==> src/rtl/decode_stage_if.sv <==
// decode_stage_if: fetch -> decode -> issue handshake bundle.
// master is the fetch/issue side, slave is the decode stage.
interface decode_stage_if #(
  parameter int XLEN = 32
);
  logic            flush_i;
  logic            in_valid_i;
  logic            in_ready_o;
  logic [31:0]     in_instr_i;
  logic [XLEN-1:0] in_pc_i;
  logic            out_valid_o;
  logic            out_ready_i;
  logic [XLEN-1:0] out_pc_o;
  logic [31:0]     out_instr_o;
  logic [4:0]      out_rd_o;
  logic [4:0]      out_rs1_o;
  logic [4:0]      out_rs2_o;
  logic            out_rd_v_o;
  logic            out_rs1_v_o;
  logic            out_rs2_v_o;
  logic [XLEN-1:0] out_imm_o;
  logic [2:0]      out_unit_o;
  logic [3:0]      out_op_o;
  logic            out_word_o;
  logic            out_illegal_o;

  modport master (
    output flush_i, in_valid_i, in_instr_i,
    output in_pc_i, out_ready_i,
    input  in_ready_o, out_valid_o, out_pc_o,
    input  out_instr_o, out_rd_o, out_rs1_o,
    input  out_rs2_o, out_rd_v_o, out_rs1_v_o,
    input  out_rs2_v_o, out_imm_o, out_unit_o,
    input  out_op_o, out_word_o, out_illegal_o
  );

  modport slave (
    input  flush_i, in_valid_i, in_instr_i,
    input  in_pc_i, out_ready_i,
    output in_ready_o, out_valid_o, out_pc_o,
    output out_instr_o, out_rd_o, out_rs1_o,
    output out_rs2_o, out_rd_v_o, out_rs1_v_o,
    output out_rs2_v_o, out_imm_o, out_unit_o,
    output out_op_o, out_word_o, out_illegal_o
  );
endinterface

==> src/rtl/decode_stage.sv <==
// decode_stage: registered RV32/RV64 decode with 2-entry skid.
// Ports: clk, reset (async, high), bus (decode_stage_if.slave).
module decode_stage #(
  parameter int XLEN    = 32,
  parameter bit M_EXT   = 1'b1,
  parameter bit CSR_EXT = 1'b1
) (
  input logic          clk,
  input logic          reset,
  decode_stage_if.slave bus
);

  localparam bit RV64 = (XLEN == 64);

  localparam logic [2:0] U_ALU = 3'd0;
  localparam logic [2:0] U_BR  = 3'd1;
  localparam logic [2:0] U_LSU = 3'd2;
  localparam logic [2:0] U_MUL = 3'd3;
  localparam logic [2:0] U_DIV = 3'd4;
  localparam logic [2:0] U_CSR = 3'd5;
  localparam logic [2:0] U_SYS = 3'd6;

  localparam logic [6:0] OP_LUI   = 7'b0110111;
  localparam logic [6:0] OP_AUIPC = 7'b0010111;
  localparam logic [6:0] OP_JAL   = 7'b1101111;
  localparam logic [6:0] OP_JALR  = 7'b1100111;
  localparam logic [6:0] OP_BR    = 7'b1100011;
  localparam logic [6:0] OP_LD    = 7'b0000011;
  localparam logic [6:0] OP_ST    = 7'b0100011;
  localparam logic [6:0] OP_IMM   = 7'b0010011;
  localparam logic [6:0] OP_REG   = 7'b0110011;
  localparam logic [6:0] OP_IMM32 = 7'b0011011;
  localparam logic [6:0] OP_REG32 = 7'b0111011;
  localparam logic [6:0] OP_FENCE = 7'b0001111;
  localparam logic [6:0] OP_SYS   = 7'b1110011;

  typedef struct packed {
    logic [XLEN-1:0] pc;
    logic [31:0]     instr;
    logic [4:0]      rd;
    logic [4:0]      rs1;
    logic [4:0]      rs2;
    logic            rd_v;
    logic            rs1_v;
    logic            rs2_v;
    logic [XLEN-1:0] imm;
    logic [2:0]      unit;
    logic [3:0]      op;
    logic            word;
    logic            illegal;
  } dec_t;

  typedef enum logic [1:0] {
    EMPTY,
    ONE,
    TWO
  } state_t;

  logic [31:0] i;
  logic [6:0]  opc;
  logic [2:0]  f3;
  logic [6:0]  f7;

  assign i   = bus.in_instr_i;
  assign opc = i[6:0];
  assign f3  = i[14:12];
  assign f7  = i[31:25];

  logic [XLEN-1:0] imm_i, imm_s, imm_b;
  logic [XLEN-1:0] imm_u, imm_j, imm_z;

  assign imm_i = XLEN'($signed(i[31:20]));
  assign imm_s = XLEN'($signed({i[31:25], i[11:7]}));
  assign imm_b = XLEN'($signed({i[31], i[7],
                   i[30:25], i[11:8], 1'b0}));
  assign imm_u = XLEN'($signed({i[31:12], 12'b0}));
  assign imm_j = XLEN'($signed({i[31], i[19:12],
                   i[20], i[30:21], 1'b0}));
  assign imm_z = XLEN'(i[19:15]);

  logic            ill, rdv, rs1v, rs2v, word;
  logic [2:0]      unit;
  logic [3:0]      op;
  logic [XLEN-1:0] imm;
  dec_t            dec;

  always_comb begin
    ill  = 1'b0;
    rdv  = 1'b0;
    rs1v = 1'b0;
    rs2v = 1'b0;
    word = 1'b0;
    unit = U_ALU;
    imm  = '0;
    op   = {i[30], f3};
    unique case (1'b1)
      opc == OP_LUI: begin
        rdv = 1'b1;
        imm = imm_u;
        op  = 4'd0;
      end
      opc == OP_AUIPC: begin
        rdv = 1'b1;
        imm = imm_u;
        op  = 4'd8;
      end
      opc == OP_JAL: begin
        rdv  = 1'b1;
        imm  = imm_j;
        unit = U_BR;
      end
      opc == OP_JALR: begin
        ill  = f3 != 3'b000;
        rdv  = 1'b1;
        rs1v = 1'b1;
        imm  = imm_i;
        unit = U_BR;
      end
      opc == OP_BR: begin
        ill  = f3[2:1] == 2'b01;
        rs1v = 1'b1;
        rs2v = 1'b1;
        imm  = imm_b;
        unit = U_BR;
      end
      opc == OP_LD: begin
        ill  = (f3 == 3'b111) ||
               (f3 inside {3'b011, 3'b110} && !RV64);
        rdv  = 1'b1;
        rs1v = 1'b1;
        imm  = imm_i;
        unit = U_LSU;
      end
      opc == OP_ST: begin
        ill  = f3[2] || (f3 == 3'b011 && !RV64);
        rs1v = 1'b1;
        rs2v = 1'b1;
        imm  = imm_s;
        unit = U_LSU;
      end
      opc == OP_IMM: begin
        rdv  = 1'b1;
        rs1v = 1'b1;
        imm  = imm_i;
        // shamt[5] is only meaningful on RV64
        if (f3 == 3'b001)
          ill = (f7[6:1] != 6'b0) || (f7[0] && !RV64);
        else if (f3 == 3'b101)
          ill = (f7[6:1] != 6'b0 &&
                 f7[6:1] != 6'b010000) ||
                (f7[0] && !RV64);
      end
      opc == OP_REG: begin
        rdv  = 1'b1;
        rs1v = 1'b1;
        rs2v = 1'b1;
        if (f7 == 7'b0000001) begin
          ill  = !M_EXT;
          unit = f3[2] ? U_DIV : U_MUL;
        end else if (f7 == 7'b0100000) begin
          ill = !(f3 inside {3'b000, 3'b101});
        end else begin
          ill = f7 != 7'b0;
        end
      end
      opc == OP_IMM32: begin
        rdv  = 1'b1;
        rs1v = 1'b1;
        word = 1'b1;
        imm  = imm_i;
        if (f3 == 3'b001)
          ill = f7 != 7'b0;
        else if (f3 == 3'b101)
          ill = f7 != 7'b0 && f7 != 7'b0100000;
        else
          ill = f3 != 3'b000;
        ill = ill || !RV64;
      end
      opc == OP_REG32: begin
        rdv  = 1'b1;
        rs1v = 1'b1;
        rs2v = 1'b1;
        word = 1'b1;
        if (f7 == 7'b0000001) begin
          ill  = !M_EXT ||
                 f3 inside {3'b001, 3'b010, 3'b011};
          unit = (f3 == 3'b000) ? U_MUL : U_DIV;
        end else if (f7 == 7'b0) begin
          ill = !(f3 inside {3'b000, 3'b001, 3'b101});
        end else if (f7 == 7'b0100000) begin
          ill = !(f3 inside {3'b000, 3'b101});
        end else begin
          ill = 1'b1;
        end
        ill = ill || !RV64;
      end
      opc == OP_FENCE: begin
        ill  = f3 != 3'b000;
        unit = U_SYS;
      end
      opc == OP_SYS: begin
        if (f3 == 3'b000) begin
          unit = U_SYS;
          ill  = !(i inside {32'h00000073, 32'h00100073,
                             32'h30200073, 32'h10200073});
        end else if (f3 == 3'b100) begin
          ill = 1'b1;
        end else begin
          ill  = !CSR_EXT;
          unit = U_CSR;
          rdv  = 1'b1;
          rs1v = !f3[2];
          imm  = f3[2] ? imm_z : imm_i;
        end
      end
      default: ill = 1'b1;
    endcase

    dec.pc      = bus.in_pc_i;
    dec.instr   = i;
    dec.rd      = i[11:7];
    dec.rs1     = i[19:15];
    dec.rs2     = i[24:20];
    dec.rd_v    = !ill && rdv && (i[11:7] != 5'd0);
    dec.rs1_v   = !ill && rs1v;
    dec.rs2_v   = !ill && rs2v;
    dec.imm     = ill ? '0 : imm;
    dec.unit    = ill ? U_SYS : unit;
    dec.op      = op;
    dec.word    = !ill && word;
    dec.illegal = ill;
  end

  state_t state;
  dec_t   main_q, skid_q;
  logic   vld_q, rdy_q;
  logic   acc, pop;

  assign acc = bus.in_valid_i && rdy_q;
  assign pop = vld_q && bus.out_ready_i;

  always_ff @(posedge clk or posedge reset) begin
    if (reset) begin
      state  <= EMPTY;
      vld_q  <= 1'b0;
      rdy_q  <= 1'b1;
      main_q <= '0;
      skid_q <= '0;
    end else if (bus.flush_i) begin
      state <= EMPTY;
      vld_q <= 1'b0;
      rdy_q <= 1'b1;
    end else begin
      unique case (state)
        EMPTY: begin
          if (acc) begin
            main_q <= dec;
            vld_q  <= 1'b1;
            state  <= ONE;
          end
        end
        ONE: begin
          if (acc && pop) begin
            main_q <= dec;
          end else if (pop) begin
            vld_q <= 1'b0;
            state <= EMPTY;
          end else if (acc) begin
            skid_q <= dec;
            rdy_q  <= 1'b0;
            state  <= TWO;
          end
        end
        TWO: begin
          if (pop) begin
            main_q <= skid_q;
            rdy_q  <= 1'b1;
            state  <= ONE;
          end
        end
        default: begin
          vld_q <= 1'b0;
          rdy_q <= 1'b1;
          state <= EMPTY;
        end
      endcase
    end
  end

  assign bus.in_ready_o    = rdy_q;
  assign bus.out_valid_o   = vld_q;
  assign bus.out_pc_o      = main_q.pc;
  assign bus.out_instr_o   = main_q.instr;
  assign bus.out_rd_o      = main_q.rd;
  assign bus.out_rs1_o     = main_q.rs1;
  assign bus.out_rs2_o     = main_q.rs2;
  assign bus.out_rd_v_o    = main_q.rd_v;
  assign bus.out_rs1_v_o   = main_q.rs1_v;
  assign bus.out_rs2_v_o   = main_q.rs2_v;
  assign bus.out_imm_o     = main_q.imm;
  assign bus.out_unit_o    = main_q.unit;
  assign bus.out_op_o      = main_q.op;
  assign bus.out_word_o    = main_q.word;
  assign bus.out_illegal_o = main_q.illegal;

endmodule

==> src/flat_wrapper.sv <==
// flat-port wrapper written by rule: the top's interface ports become plain ports
module decode_stage_flat 
#(
  parameter int XLEN    = 32,
  parameter bit M_EXT   = 1'b1,
  parameter bit CSR_EXT = 1'b1
)
  (clk, reset, bus_flush_i, bus_in_valid_i, bus_in_instr_i, bus_in_pc_i, bus_out_ready_i, bus_in_ready_o, bus_out_valid_o, bus_out_pc_o, bus_out_instr_o, bus_out_rd_o, bus_out_rs1_o, bus_out_rs2_o, bus_out_rd_v_o, bus_out_rs1_v_o, bus_out_rs2_v_o, bus_out_imm_o, bus_out_unit_o, bus_out_op_o, bus_out_word_o, bus_out_illegal_o);
  decode_stage_if #(.XLEN(XLEN)) bus_i ();
  input logic clk;
  input logic reset;
  input wire logic [$bits(bus_i.flush_i)-1:0] bus_flush_i;
  input wire logic [$bits(bus_i.in_valid_i)-1:0] bus_in_valid_i;
  input wire logic [$bits(bus_i.in_instr_i)-1:0] bus_in_instr_i;
  input wire logic [$bits(bus_i.in_pc_i)-1:0] bus_in_pc_i;
  input wire logic [$bits(bus_i.out_ready_i)-1:0] bus_out_ready_i;
  output wire logic [$bits(bus_i.in_ready_o)-1:0] bus_in_ready_o;
  output wire logic [$bits(bus_i.out_valid_o)-1:0] bus_out_valid_o;
  output wire logic [$bits(bus_i.out_pc_o)-1:0] bus_out_pc_o;
  output wire logic [$bits(bus_i.out_instr_o)-1:0] bus_out_instr_o;
  output wire logic [$bits(bus_i.out_rd_o)-1:0] bus_out_rd_o;
  output wire logic [$bits(bus_i.out_rs1_o)-1:0] bus_out_rs1_o;
  output wire logic [$bits(bus_i.out_rs2_o)-1:0] bus_out_rs2_o;
  output wire logic [$bits(bus_i.out_rd_v_o)-1:0] bus_out_rd_v_o;
  output wire logic [$bits(bus_i.out_rs1_v_o)-1:0] bus_out_rs1_v_o;
  output wire logic [$bits(bus_i.out_rs2_v_o)-1:0] bus_out_rs2_v_o;
  output wire logic [$bits(bus_i.out_imm_o)-1:0] bus_out_imm_o;
  output wire logic [$bits(bus_i.out_unit_o)-1:0] bus_out_unit_o;
  output wire logic [$bits(bus_i.out_op_o)-1:0] bus_out_op_o;
  output wire logic [$bits(bus_i.out_word_o)-1:0] bus_out_word_o;
  output wire logic [$bits(bus_i.out_illegal_o)-1:0] bus_out_illegal_o;
  assign bus_i.flush_i = bus_flush_i;
  assign bus_i.in_valid_i = bus_in_valid_i;
  assign bus_i.in_instr_i = bus_in_instr_i;
  assign bus_i.in_pc_i = bus_in_pc_i;
  assign bus_i.out_ready_i = bus_out_ready_i;
  assign bus_in_ready_o = bus_i.in_ready_o;
  assign bus_out_valid_o = bus_i.out_valid_o;
  assign bus_out_pc_o = bus_i.out_pc_o;
  assign bus_out_instr_o = bus_i.out_instr_o;
  assign bus_out_rd_o = bus_i.out_rd_o;
  assign bus_out_rs1_o = bus_i.out_rs1_o;
  assign bus_out_rs2_o = bus_i.out_rs2_o;
  assign bus_out_rd_v_o = bus_i.out_rd_v_o;
  assign bus_out_rs1_v_o = bus_i.out_rs1_v_o;
  assign bus_out_rs2_v_o = bus_i.out_rs2_v_o;
  assign bus_out_imm_o = bus_i.out_imm_o;
  assign bus_out_unit_o = bus_i.out_unit_o;
  assign bus_out_op_o = bus_i.out_op_o;
  assign bus_out_word_o = bus_i.out_word_o;
  assign bus_out_illegal_o = bus_i.out_illegal_o;
  decode_stage #(.XLEN(XLEN), .M_EXT(M_EXT), .CSR_EXT(CSR_EXT)) u_core (.clk(clk), .reset(reset), .bus(bus_i));
endmodule
==> config.mk <==
export PLATFORM = sky130hd
export DESIGN_NAME = decode_stage_flat
export DESIGN_NICKNAME = d
export VERILOG_FILES = /design/src/rtl/decode_stage_if.sv /design/src/rtl/decode_stage.sv /design/src/flat_wrapper.sv
export SDC_FILE = /design/constraint.sdc
export NUM_CORES = 1
export LEC_CHECK = 0
export CORE_MARGIN = 5
export CORE_UTILIZATION = 40
export CTS_CLUSTER_SIZE = 8
export DETAILED_ROUTE_END_ITERATION = 16
export PLACE_DENSITY = 0.66
export SYNTH_ARGS = -nofsm -noshare
export SYNTH_HDL_FRONTEND = slang
export SYNTH_SLANG_ARGS = --single-unit
==> constraint.sdc <==
create_clock -name clk -period 6.7 [get_ports clk]
set_input_delay 1.005 -clock clk [delete_from_list [all_inputs] [get_ports clk]]
set_output_delay 1.005 -clock clk [all_outputs]
set_load 0.1 [all_outputs]
* Yosys cells after proc, flatten, opt, wreduce, memory -nomap -nowiden *
Index checks and enable logic that the tools add are counted.

cells by class
  eq/ne operators = 41
  multiplexer cells = 51
  bitwise gates (word level) = 3
  reduce and logical (&&, ||, !) cells = 42

operator list
  kind                                             number
  two-way mux 123 bit                              3
  case mux 123 bit (3 select lines)                1
  case mux 32 bit (6 select lines)                 1
  two-way mux 32 bit                               4
  == test 7 x 6 -> 1 bit, second input constant    5
  == test 32 x 21 -> 1 bit, second input constant  1
  == test 32 x 29 -> 1 bit, second input constant  1
  == test 32 x 30 -> 1 bit, second input constant  1
  == test 32 x 7 -> 1 bit, second input constant   1
  == test 7 bit, second input constant             4
  == test 7 x 5 -> 1 bit, second input constant    3
  two-way mux 1 bit                                21
  two-way mux 3 bit                                7
  case mux 3 bit (6 select lines)                  1
  AND reduction 5 bit                              3
  == test 3 bit, second input constant             4
  two-way mux 2 bit                                6
  != test 3 x 2 -> 1 bit, second input constant    4
  logical AND 1 bit                                9
  OR reduction 9 bit                               1
  case mux 1 bit (8 select lines)                  1
  case mux 4 bit (2 select lines)                  1
  AND reduction 4 bit                              2
  OR reduction 2 bit                               4
  29 further kinds                                 48

storage, ports and cells
  register bits = 250
  input bits = 69
  output and inout bits = 125
  logic and storage cells = 166

* Longest topological paths before layout *
Gate-level depths: netlist (run 1).

  depth after elaboration = 11
  depth in mapped cells = 10
  gate-level depth less buffers = 6

* Worst setup path after synthesis (run 1) *
OpenSTA, ideal clock, no wires.

  kind = input to register
  start point = input bus_in_instr_i[2]
  end point = register u_core.main_q (netlist bit u_core.bus.out_imm_o[5])
  setup time = 0.121 ns
  data arrival time = 2.702 ns
  data required time = 6.579 ns
  setup slack = 3.877 ns
  stages = 7
  path buffers = 2
  path through = buf_2 > or3b_4 > or2_4 > o41a_1 > and2_4 > buf_6 > a41o_1

on the way
  longest elaborated chain between the ends = 8
  elaborated cells between the ends (all ways) = 29
  classes of those cells = eq/ne (16); mux (7); reduce/logical (6)

RTL lines
  item                                             RTL line                                  source
  from (decl)                                      flat_wrapper.sv:14                        input wire logic [$bits(bus_i.in_instr_i)-1:0] bus_in_instr_i;
  == test 32 x 7 -> 1 bit (tied with other cells)  decode_stage.sv:204                       ill = !(i inside {32'h00000073, 32'h00100073,
  nonzero test 4 bit                               decode_stage.sv:204
  logical NOT 1 bit                                decode_stage.sv:204
  two-way mux 1 bit                                decode_stage.sv:202                       if (f3 == 3'b000) begin
  case mux 1 bit (8 select lines)                  decode_stage.sv:96                        unique case (1'b1)
  two-way mux 32 bit (*)                           decode_stage.sv:227                       dec.imm = ill ? '0 : imm;
  two-way mux 123 bit, on equally long branches    decode_stage.sv:263, decode_stage.sv:256
  case mux 123 bit (3 select lines) (*)            decode_stage.sv:254                       unique case (state)
  to (signal assigned)                             decode_stage.sv:276                       main_q <= skid_q;
  to (decl)                                        decode_stage.sv:235                       dec_t main_q, skid_q;

Every way passes the cells marked *; elsewhere a longest branch is shown, timed or not. The select of a mux whose other input is x is not followed.
A chain may end at the register's enable or synchronous reset.

* Worst setup path in the final report (run 1) *
  start point = input bus_in_instr_i[5]
  end point = register u_core.skid_q[32] (netlist bit)

on the way
  longest elaborated chain between the ends = 6
  elaborated cells between the ends (all ways) = 26
  classes of those cells = eq/ne (16); mux (4); reduce/logical (6)

RTL lines
  item                                             RTL line             source
  == test 32 x 7 -> 1 bit (tied with other cells)  decode_stage.sv:204
  nonzero test 4 bit                               decode_stage.sv:204
  logical NOT 1 bit                                decode_stage.sv:204
  two-way mux 1 bit                                decode_stage.sv:202
  case mux 1 bit (8 select lines)                  decode_stage.sv:96
  two-way mux 32 bit (*)                           decode_stage.sv:227
  to (signal assigned)                             decode_stage.sv:248  skid_q <= '0;
  to (signal assigned)                             decode_stage.sv:269  skid_q <= dec;
  to (decl)                                        decode_stage.sv:235

Every way passes the cells marked *; elsewhere a longest branch is shown, timed or not.

==> qor.yml, run 1 <==
seqPwrFrac: 0.305
synth_compound_area_frac: 0.156
coreArea_sq_um: 25200
vias: 8748
ant_nets: 0
fin_cells: 1591
p_per_area_nw_per_um2: 512
timing.setup.tns_ns: 0
first_pass_iters: 7
syn_avg_cell_area_sq_um: 9.18
period_minus_slack_ns: 3.89
crit_arrival_ns: 4.31
clk_latency_ns: 0.53
postCtsSetupBuffers: 0
ir_drop_v: 0.000351
drive_gt1_frac: 0.0468
r2r-end: "u_core.bus.out_imm_o[27]"
wire_per_inst_microns: 19.1
synthMuxAreaShare: 0.0628
synthToLayoutAreaGrowth_pct: 27.6
p_switching_mw: 3.34
min_path_type: "reg -> reg"
hold_viol: 0
gr-total-overflow: 0
antenna_found_initial: 0
syn-num-nets: 1183
final_net_count: 1319
setup_viol: 0
grt_max_degree: 163
finalCritPeriodShare: 0.581
drv_cap: 0
ioPinCount: 194
die_area_sq_um: 28900
skew_ns: 0.0106
power_leakage_nw: 5.71
crit_path_start_kind: "input pin"
crit_path_max_incr_delay_ns: 0.93
synth_top_family_by_area: "simple AND/OR/NAND/NOR gates"
cp_cell_sequence: "clkdlybuf4s50_1 > or3b_4 > nor4_1 > nor3_1 > a21oi_1 > a21oi_1 > o31ai_1"
synth_top_area_frac: 0.536
htreeDepth: 1
synth_top_cells_by_area: "dfrtp_1 54%, nand2_1 12%, mux2i_1 6.2%, o21ai_0 4.0%, o31ai_1 3.2%"
track_usage: 0.203
vias_per_cell: 5.50
drt-total-wl_microns: 30400
ff2ff_path_depth: 6
ys_dominant_reg_cell: "dfrtp_1"
reg2reg_slack_ns: 3.42
worstPathRequired_ns: 7.11
dp_hpwl_microns: 19400
slowest_stage: "a21oi_1"
criticalPathCategory: "in -> reg"
dp.cells: 1547
ys_seq_area_frac: 0.538
yosys-top-cells-count: "330 x nand2_1, 219 x dfrtp_1, 81 x o21ai_0"
first_iter_violations: 891
clock-root-buffer: "clkbuf_16"
yosysMostFrequentCell: "nand2_1"
synthSimpleGateAreaFrac: 0.194
maxSlewHeadroom: 0.204
outcome: "finished clean"
p_comb_frac: 0.487
path_max_fanout: 19
drc_errors: 0
synth_area_sq_um: 10200
fp-row-count: 58
crit_family: "compound AO/OA/AOI/OAI gates"
clockPowerShare: 0.208
async_reset_ff_frac: 1.00
max_freq_mhz: 257
drv_slew: 0
grt_pass1_vias: 8387
grt_first_pass_wirelength_microns: 47800
cts_inserted_buffers: 31
synth_edf_count: 0
rsz0062_at_grt: "false"
cp_num_buf_inv: 1
port_buffers: 193
clockBufferDepth: 3
whs_endpoint: "u_core.skid_q[40]"
post_cts_resized: 0
path_clk_slew_ns: 0.05
critical_path.most_common_cell: "a21oi_1"
postSynthCellCount: 1114
ctsHoldBuffers: 0
cts_sinks: 220
switching_share: 0.501
ys_ff_latch: 220
synth_xor_xnor_area_share: 0.000856
die_y_microns: 170
n_antenna_cell: 0
r2r-start: "u_core.bus.in_ready_o"
worst_pin_slew_ns: 1.19
gp_congestion: 0.879
yosysTopAreaCell: "dfrtp_1"
whs_path_depth: 2
min-delay-start: "u_core.skid_q[40]"
cts_tree: "done"
synthAdderAreaFrac: 0
internal_power_mw: 3.33
cp-end-kind: "register"
ys_warn_count: 0
die_w_microns: 170
initial_core_util: 0.406
ys_types: 62
==> cell usage in the layout (no fill, tap or decap), types with 3 or more instances in the layout <==
cell type / count
nand2_1: 330
dfrtp_1: 219
clkdlybuf4s50_1: 193
o21ai_0: 81
a21oi_1: 64
mux2i_1: 63
nor2_1: 54
o31ai_1: 43
clkbuf_16: 31
o22ai_1: 26
nand3_1: 11
clkbuf_1: 11
and3_1: 9
nor3_1: 8
nor2b_1: 8
buf_4: 8
nand3b_1: 6
or3_1: 6
nor4_1: 6
a41o_1: 6
a31oi_1: 5
and2_1: 4
o21ai_1: 4
a22o_1: 4
a221oi_1: 4
a211oi_1: 4
nand4_1: 3
==> power groups by stage <==
stage                     clock (mW)  combinational, mW  sequential, mW
after floorplan                    0              0.849            3.69
after global placement             0               3.24            2.04
after detailed placement           0               3.27            2.05
after CTS                       1.42               3.27            2.03
after global routing            1.48               3.40            2.09
final                           1.39               3.25            2.03
==> metal layers <==
metal,share of wire,global-route usage,vias up
li1,-,-,4096
met1,0.48,0.312,4244
met2,0.43,0.296,351
met3,0.074,0.0353,57
met4,0.024,0.0542,0
met5,0,0,-
==> how the worst max path moves through the flow <==
stage | from | end | slack [ns] | cells past startpoint
2_1_floorplan | reset | u_core.bus.out_illegal_o | 2.83 | 1
3_3_place_gp | bus_in_instr_i[5] | u_core.skid_q[34] | 2.43 | 7
3_5_place_dp | bus_in_instr_i[5] | u_core.skid_q[32] | 2.33 | 7
4_1_cts | bus_in_instr_i[5] | u_core.skid_q[32] | 2.89 | 7
5_1_grt | bus_in_instr_i[5] | u_core.skid_q[35] | 2.61 | 7
6_report | bus_in_instr_i[5] | u_core.skid_q[32] | 2.81 | 7
==> worst reg2reg max path, cell delays in order (launching register included) <==
cell,delay (ns)
dfstp_2,0.57
nand3b_1,0.14
o21ai_0,0.39
nand2b_4,0.44
nor2_2,0.50
nand4_2,0.71
o22ai_1,0.43
==> cells by family (layout without fill, tap and decap cells) <==
family / after synthesis / count (layout)
and+or+nand+nor: 467 / 467
AOI/OAI and AO/OA: 260 / 260
DFF: 220 / 220
buffers and inverters: 102 / 249
muxes: 64 / 64
xor gates and xnor gates: 1 / 1
==> per-stage QoR <==
step	hold WS (ns)	setup slack, ns	utilization	instance area (sq um)	total power [mW]
after floorplan	0.440	2.83	-	10200	4.54
after global placement	0.451	2.43	0.485	12200	5.28
after detailed placement	0.457	2.33	0.485	12200	5.32
after CTS	0.468	2.89	0.518	13100	6.73
after global routing	0.485	2.61	0.518	13100	6.97
final	0.465	2.81	0.518	13100	6.68
==> cell type report <==
cell class                 instances  area (sq um)
multi-input combinational        792          4260
timing repair buffer             202          2010
inverter                           3          15.0
tap                              330           413
clock buffer                      44           845
sequential                       220          5510
fill                            2286         12100
==> state kept, by name (all words and copies together), names as in the netlist, 3 cells and up <==
name,cells
u_core.bus.out_rd_o,4
u_core.bus.out_pc_o,32
u_core.bus.out_op_o,4
u_core.bus.out_instr_o,20
u_core.skid_q,108
u_core.bus.out_unit_o,3
u_core.bus.out_rs2_o,4
u_core.bus.out_imm_o,32
u_core.bus.out_rs1_o,4
(Power assumes the default switching activity.)
==> run 2: changes to the inputs <==
--- a/config.mk
+++ b/config.mk
@@ -9,7 +9,6 @@
 export CORE_UTILIZATION = 40
 export CTS_CLUSTER_SIZE = 8
 export DETAILED_ROUTE_END_ITERATION = 16
-export PLACE_DENSITY = 0.66
 export SYNTH_ARGS = -nofsm -noshare
 export SYNTH_HDL_FRONTEND = slang
 export SYNTH_SLANG_ARGS = --single-unit
==> constraint.sdc (replaced) <==
create_clock -name clk -period 3.9 [get_ports clk]
set_input_delay 0.585 -clock clk [delete_from_list [all_inputs] [get_ports clk]]
set_output_delay 0.585 -clock clk [all_outputs]
set_load 0.1 [all_outputs]
==> qor.yml, run 2 (same netlist as run 1, synthesis figures left out) <==
outcome: "finished clean"
worst_pin_slew_ns: 1.08
drive_gt1_frac: 0.0568
die_area_sq_um: 28900
max_freq_mhz: 345
clock-root-buffer: "clkbuf_16"
largest_register_ffs: 108
drt-total-wl_microns: 31600
ir_drop_v: 0.000664
worstPathRequired_ns: 4.35
coreArea_sq_um: 25200
p_switching_mw: 5.78
finalCritPeriodShare: 0.744
internal_power_mw: 5.69
drv_cap: 0
first_iter_violations: 898
regArea_sq_um: 5510
synthToLayoutAreaGrowth_pct: 29.1
power_leakage_nw: 5.79
ctsHoldBuffers: 0
gr-total-overflow: 0
ant_nets: 0
vias_per_cell: 5.44
clockBufferDepth: 3
grt_pass1_vias: 8446
seqPwrFrac: 0.305
min_path_type: "reg -> reg"
dp_hpwl_microns: 20200
crit_arrival_ns: 3.35
clk_latency_ns: 0.55
rsz0062_at_grt: "false"
cp-end-kind: "register"
vias: 8686
path_clk_slew_ns: 0.05
n_antenna_cell: 0
layout_common_cells: "330 x nand2_1, 219 x dfrtp_1, 193 x clkdlybuf4s50_1, 81 x o21ai_0, 64 x a21oi_1"
clockPowerShare: 0.205
criticalPathCategory: "in -> reg"
post_cts_resized: 0
htreeDepth: 1
drc_errors: 0
fin_cells: 1597
first_pass_iters: 6
setup_viol: 0
die_w_microns: 170
grt_max_degree: 173
cts_tree: "done"
track_usage: 0.215
multi_input_area_sq_um: 4260
timing.setup.tns_ns: 0
final_net_count: 1333
cts_sinks: 220
skew_ns: 0.0111
path_max_fanout: 16
postCtsSetupBuffers: 0
period_minus_slack_ns: 2.90
crit_path_start_kind: "input pin"
fillers: 2274
final_common_cell: "nand2_1"
p_comb_frac: 0.490
p_per_area_nw_per_um2: 869
hold_viol: 0
fp-row-count: 58
dp.cells: 1561
switching_share: 0.504
drv_slew: 0
die_y_microns: 170
gp_congestion: 0.862
initial_core_util: 0.406
antenna_found_initial: 0
ioPinCount: 194
cts_inserted_buffers: 31
maxSlewHeadroom: 0.276
port_buffers: 193
wire_per_inst_microns: 19.8
grt_first_pass_wirelength_microns: 50000
largest-register: "u_core.skid_q"
## run 2: changes by cell type in the layout (fill, tap and decap cells not counted), sizes merged
cell,before,now
clkbuf,44,35
inv,2,3
buf,9,23
## run 2: worst paths after layout
| kind | startpoint | endpoint | slack, ns | depth (start not counted) |
|---|---|---|---|---|
| min in group asynchronous | reset | u_core.bus.out_pc_o[29] | 0.57 | 3 |
| min | u_core.skid_q[42] | u_core.skid_q[42] | 0.47 | 2 |
| max reg2reg | u_core.bus.in_ready_o | u_core.bus.out_imm_o[6] | 1.51 | 7 |
| min reg2reg | u_core.skid_q[42] | u_core.skid_q[42] | 0.47 | 2 |
| max in group asynchronous | reset | u_core.skid_q[86] | 2.55 | 3 |
| max | bus_in_instr_i[3] | u_core.skid_q[23] | 1.00 | 7 |
## run 2: layer usage
metal	wire (microns)	up-vias	GRT usage
met5	0	-	0
met4	639	0	0.0500
met3	2330	46	0.0458
met2	13700	319	0.314
met1	14900	4213	0.330
li1	-	4108	-
## run 2: power groups by stage
stage / Combinational (mW) / Sequential, mW / Clock [mW]
after detailed placement: 5.63 / 3.53 / 0
after global routing: 5.87 / 3.61 / 2.51
after global placement: 5.60 / 3.51 / 0
final: 5.61 / 3.50 / 2.35
after CTS: 5.65 / 3.50 / 2.41
after floorplan: 1.46 / 6.34 / 0
## run 2: per-stage QoR
step	worst slack [ns]	instance area, sq um	util	power (mW)	hold slack [ns]
4_1_cts	1.04	13200	0.524	11.6	0.472
3_3_place_gp	0.585	12400	0.492	9.11	0.455
3_5_place_dp	0.483	12400	0.492	9.16	0.461
2_1_floorplan	0.448	10200	-	7.80	0.440
5_1_grt	0.880	13200	0.524	12.0	0.489
6_report	1.00	13200	0.524	11.5	0.466
## run 2: final cells by class
class | count | share of cell area
Inverter | 3 | 0.00114
Sequential cell | 220 | 0.417
Clock inverter | 1 | 0.00152
Clock buffer | 35 | 0.0599
Multi-Input combinational cell | 792 | 0.323
Tap cell | 330 | 0.0313
Timing Repair Buffer | 216 | 0.166
## run 2: worst max-delay path: stages
cell	delay, ns
clkdlybuf4s50_1	0.68
or3b_4	0.52
nor4_1	0.52
or3_1	0.42
o21a_4	0.25
a21oi_1	0.06
o31ai_1	0.31
==> run 3: changes to the inputs <==
==> constraint.sdc (replaced) <==
create_clock -name clk -period 3 [get_ports clk]
set_input_delay 0.45 -clock clk [delete_from_list [all_inputs] [get_ports clk]]
set_output_delay 0.45 -clock clk [all_outputs]
set_load 0.1 [all_outputs]
==> qor.yml, run 3 (same netlist as run 1, synthesis figures left out) <==
outcome: "finished clean"
fillers: 2315
fin_cells: 1656
die_w_microns: 170
post_cts_resized: 0
gr-total-overflow: 0
drv_cap: 0
initial_core_util: 0.406
final_common_cell: "nand2_1"
synthToLayoutAreaGrowth_pct: 31.0
die_area_sq_um: 28900
path_max_fanout: 12
postCtsSetupBuffers: 0
largest-register: "u_core.skid_q"
criticalPathCategory: "in -> reg"
drc_errors: 0
timing.hold.ws_ns: 0.206
p_per_area_nw_per_um2: 1110
dp_hpwl_microns: 21700
layout_common_cells: "330 x nand2_1, 219 x dfrtp_1, 187 x buf_4, 81 x o21ai_0, 68 x clkdlybuf4s50_1"
grt_first_pass_wirelength_microns: 50600
path_clk_slew_ns: 0.05
die_y_microns: 170
ctsHoldBuffers: 0
timing.setup.tns_ns: 0
crit_arrival_ns: 2.83
maxSlewHeadroom: 0.625
grt_max_degree: 110
worst_pin_slew_ns: 0.560
setup_viol: 0
clock-root-buffer: "clkbuf_16"
port_buffers: 193
grt_pass1_vias: 8750
skew_ns: 0.00749
ant_nets: 0
multi_input_area_sq_um: 4260
coreArea_sq_um: 25200
final_net_count: 1385
min_path_type: "in -> async"
vias_per_cell: 5.33
power_leakage_nw: 6.25
drv_slew: 0
dp.cells: 1613
vias: 8820
power_mw: 14.9
crit_path_start_kind: "input pin"
track_usage: 0.216
htreeDepth: 1
largest_register_ffs: 108
clk_latency_ns: 0.55
finalCritPeriodShare: 0.793
drive_gt1_frac: 0.189
antenna_found_initial: 0
ir_drop_v: 0.000801
fp-row-count: 58
n_antenna_cell: 0
timing.final.ws_setup_ns: 0.622
period_minus_slack_ns: 2.38
regArea_sq_um: 5510
dp_slack_ns: 0.0843
ioPinCount: 194
first_pass_iters: 5
wire_per_inst_microns: 19.2
gp_congestion: 0.844
max_freq_mhz: 421
cp-end-kind: "register"
hold_viol: 0
worstPathRequired_ns: 3.45
first_iter_violations: 680
rsz0062_at_grt: "false"
drt-total-wl_microns: 31800
clockBufferDepth: 3
cts_inserted_buffers: 31
cts_sinks: 220
cts_tree: "done"
-- run 3: cell count changes in the layout (fill, tap and decap cells not counted), sizes merged --
cell           delta
clkdlybuf4s50   -125
buf             +177
clkbuf            +7
-- run 3: critical path, cell delays in order --
cell and delay [ns]:
clkdlybuf4s50_1 0.59, or3b_4 0.48, nor4_1 0.43, or3_1 0.32
o21a_4 0.24, a21oi_1 0.07, o31ai_1 0.24
-- run 3: metal layers --
layer / share of wire / GRT usage / routed length (microns)
met2: 0.44 / 0.332 / 14000
met5: 0 / 0 / 0
met3: 0.067 / 0.0360 / 2140
met1: 0.47 / 0.325 / 15000
met4: 0.019 / 0.0465 / 598
-- run 3: cell type report --
class,instances,area share
multi-input combinational,792,0.318
clock inverter,1,0.00149
clock buffer,42,0.0625
inverter,3,0.00112
sequential,220,0.411
timing repair buffer,268,0.175
tap,330,0.0308
-- run 3: path summary, 6_finish.rpt --
path / startpoint / end / slack [ns] / depth (start not counted)
max in group asynchronous: reset / u_core.skid_q[77] / 2.08 / 3
setup / recovery: bus_in_instr_i[3] / u_core.skid_q[25] / 0.62 / 7
setup reg to reg: u_core.state[0] / u_core.bus.out_pc_o[24] / 0.75 / 6
hold reg to reg: u_core.skid_q[41] / u_core.skid_q[41] / 0.47 / 2
hold / removal: reset / u_core.bus.out_instr_o[4] / 0.21 / 2
min in group clk: bus_in_pc_i[15] / u_core.skid_q[106] / 0.46 / 3
-- run 3: through the flow --
step | instance area (sq um) | util
finish | 13400 | 0.532
global route | 13400 | 0.532
CTS | 13400 | 0.532
detailed placement | 12500 | 0.498
global placement | 12500 | 0.498
floorplan | 10200 | -
-- run 3: where the power goes --
| group | switching [mW] | internal (mW) |
|---|---|---|
| logic | 5.69 | 1.46 |
| clock network | 1.25 | 1.90 |
| registers | 0.608 | 3.96 |
| total | 7.55 | 7.32 |
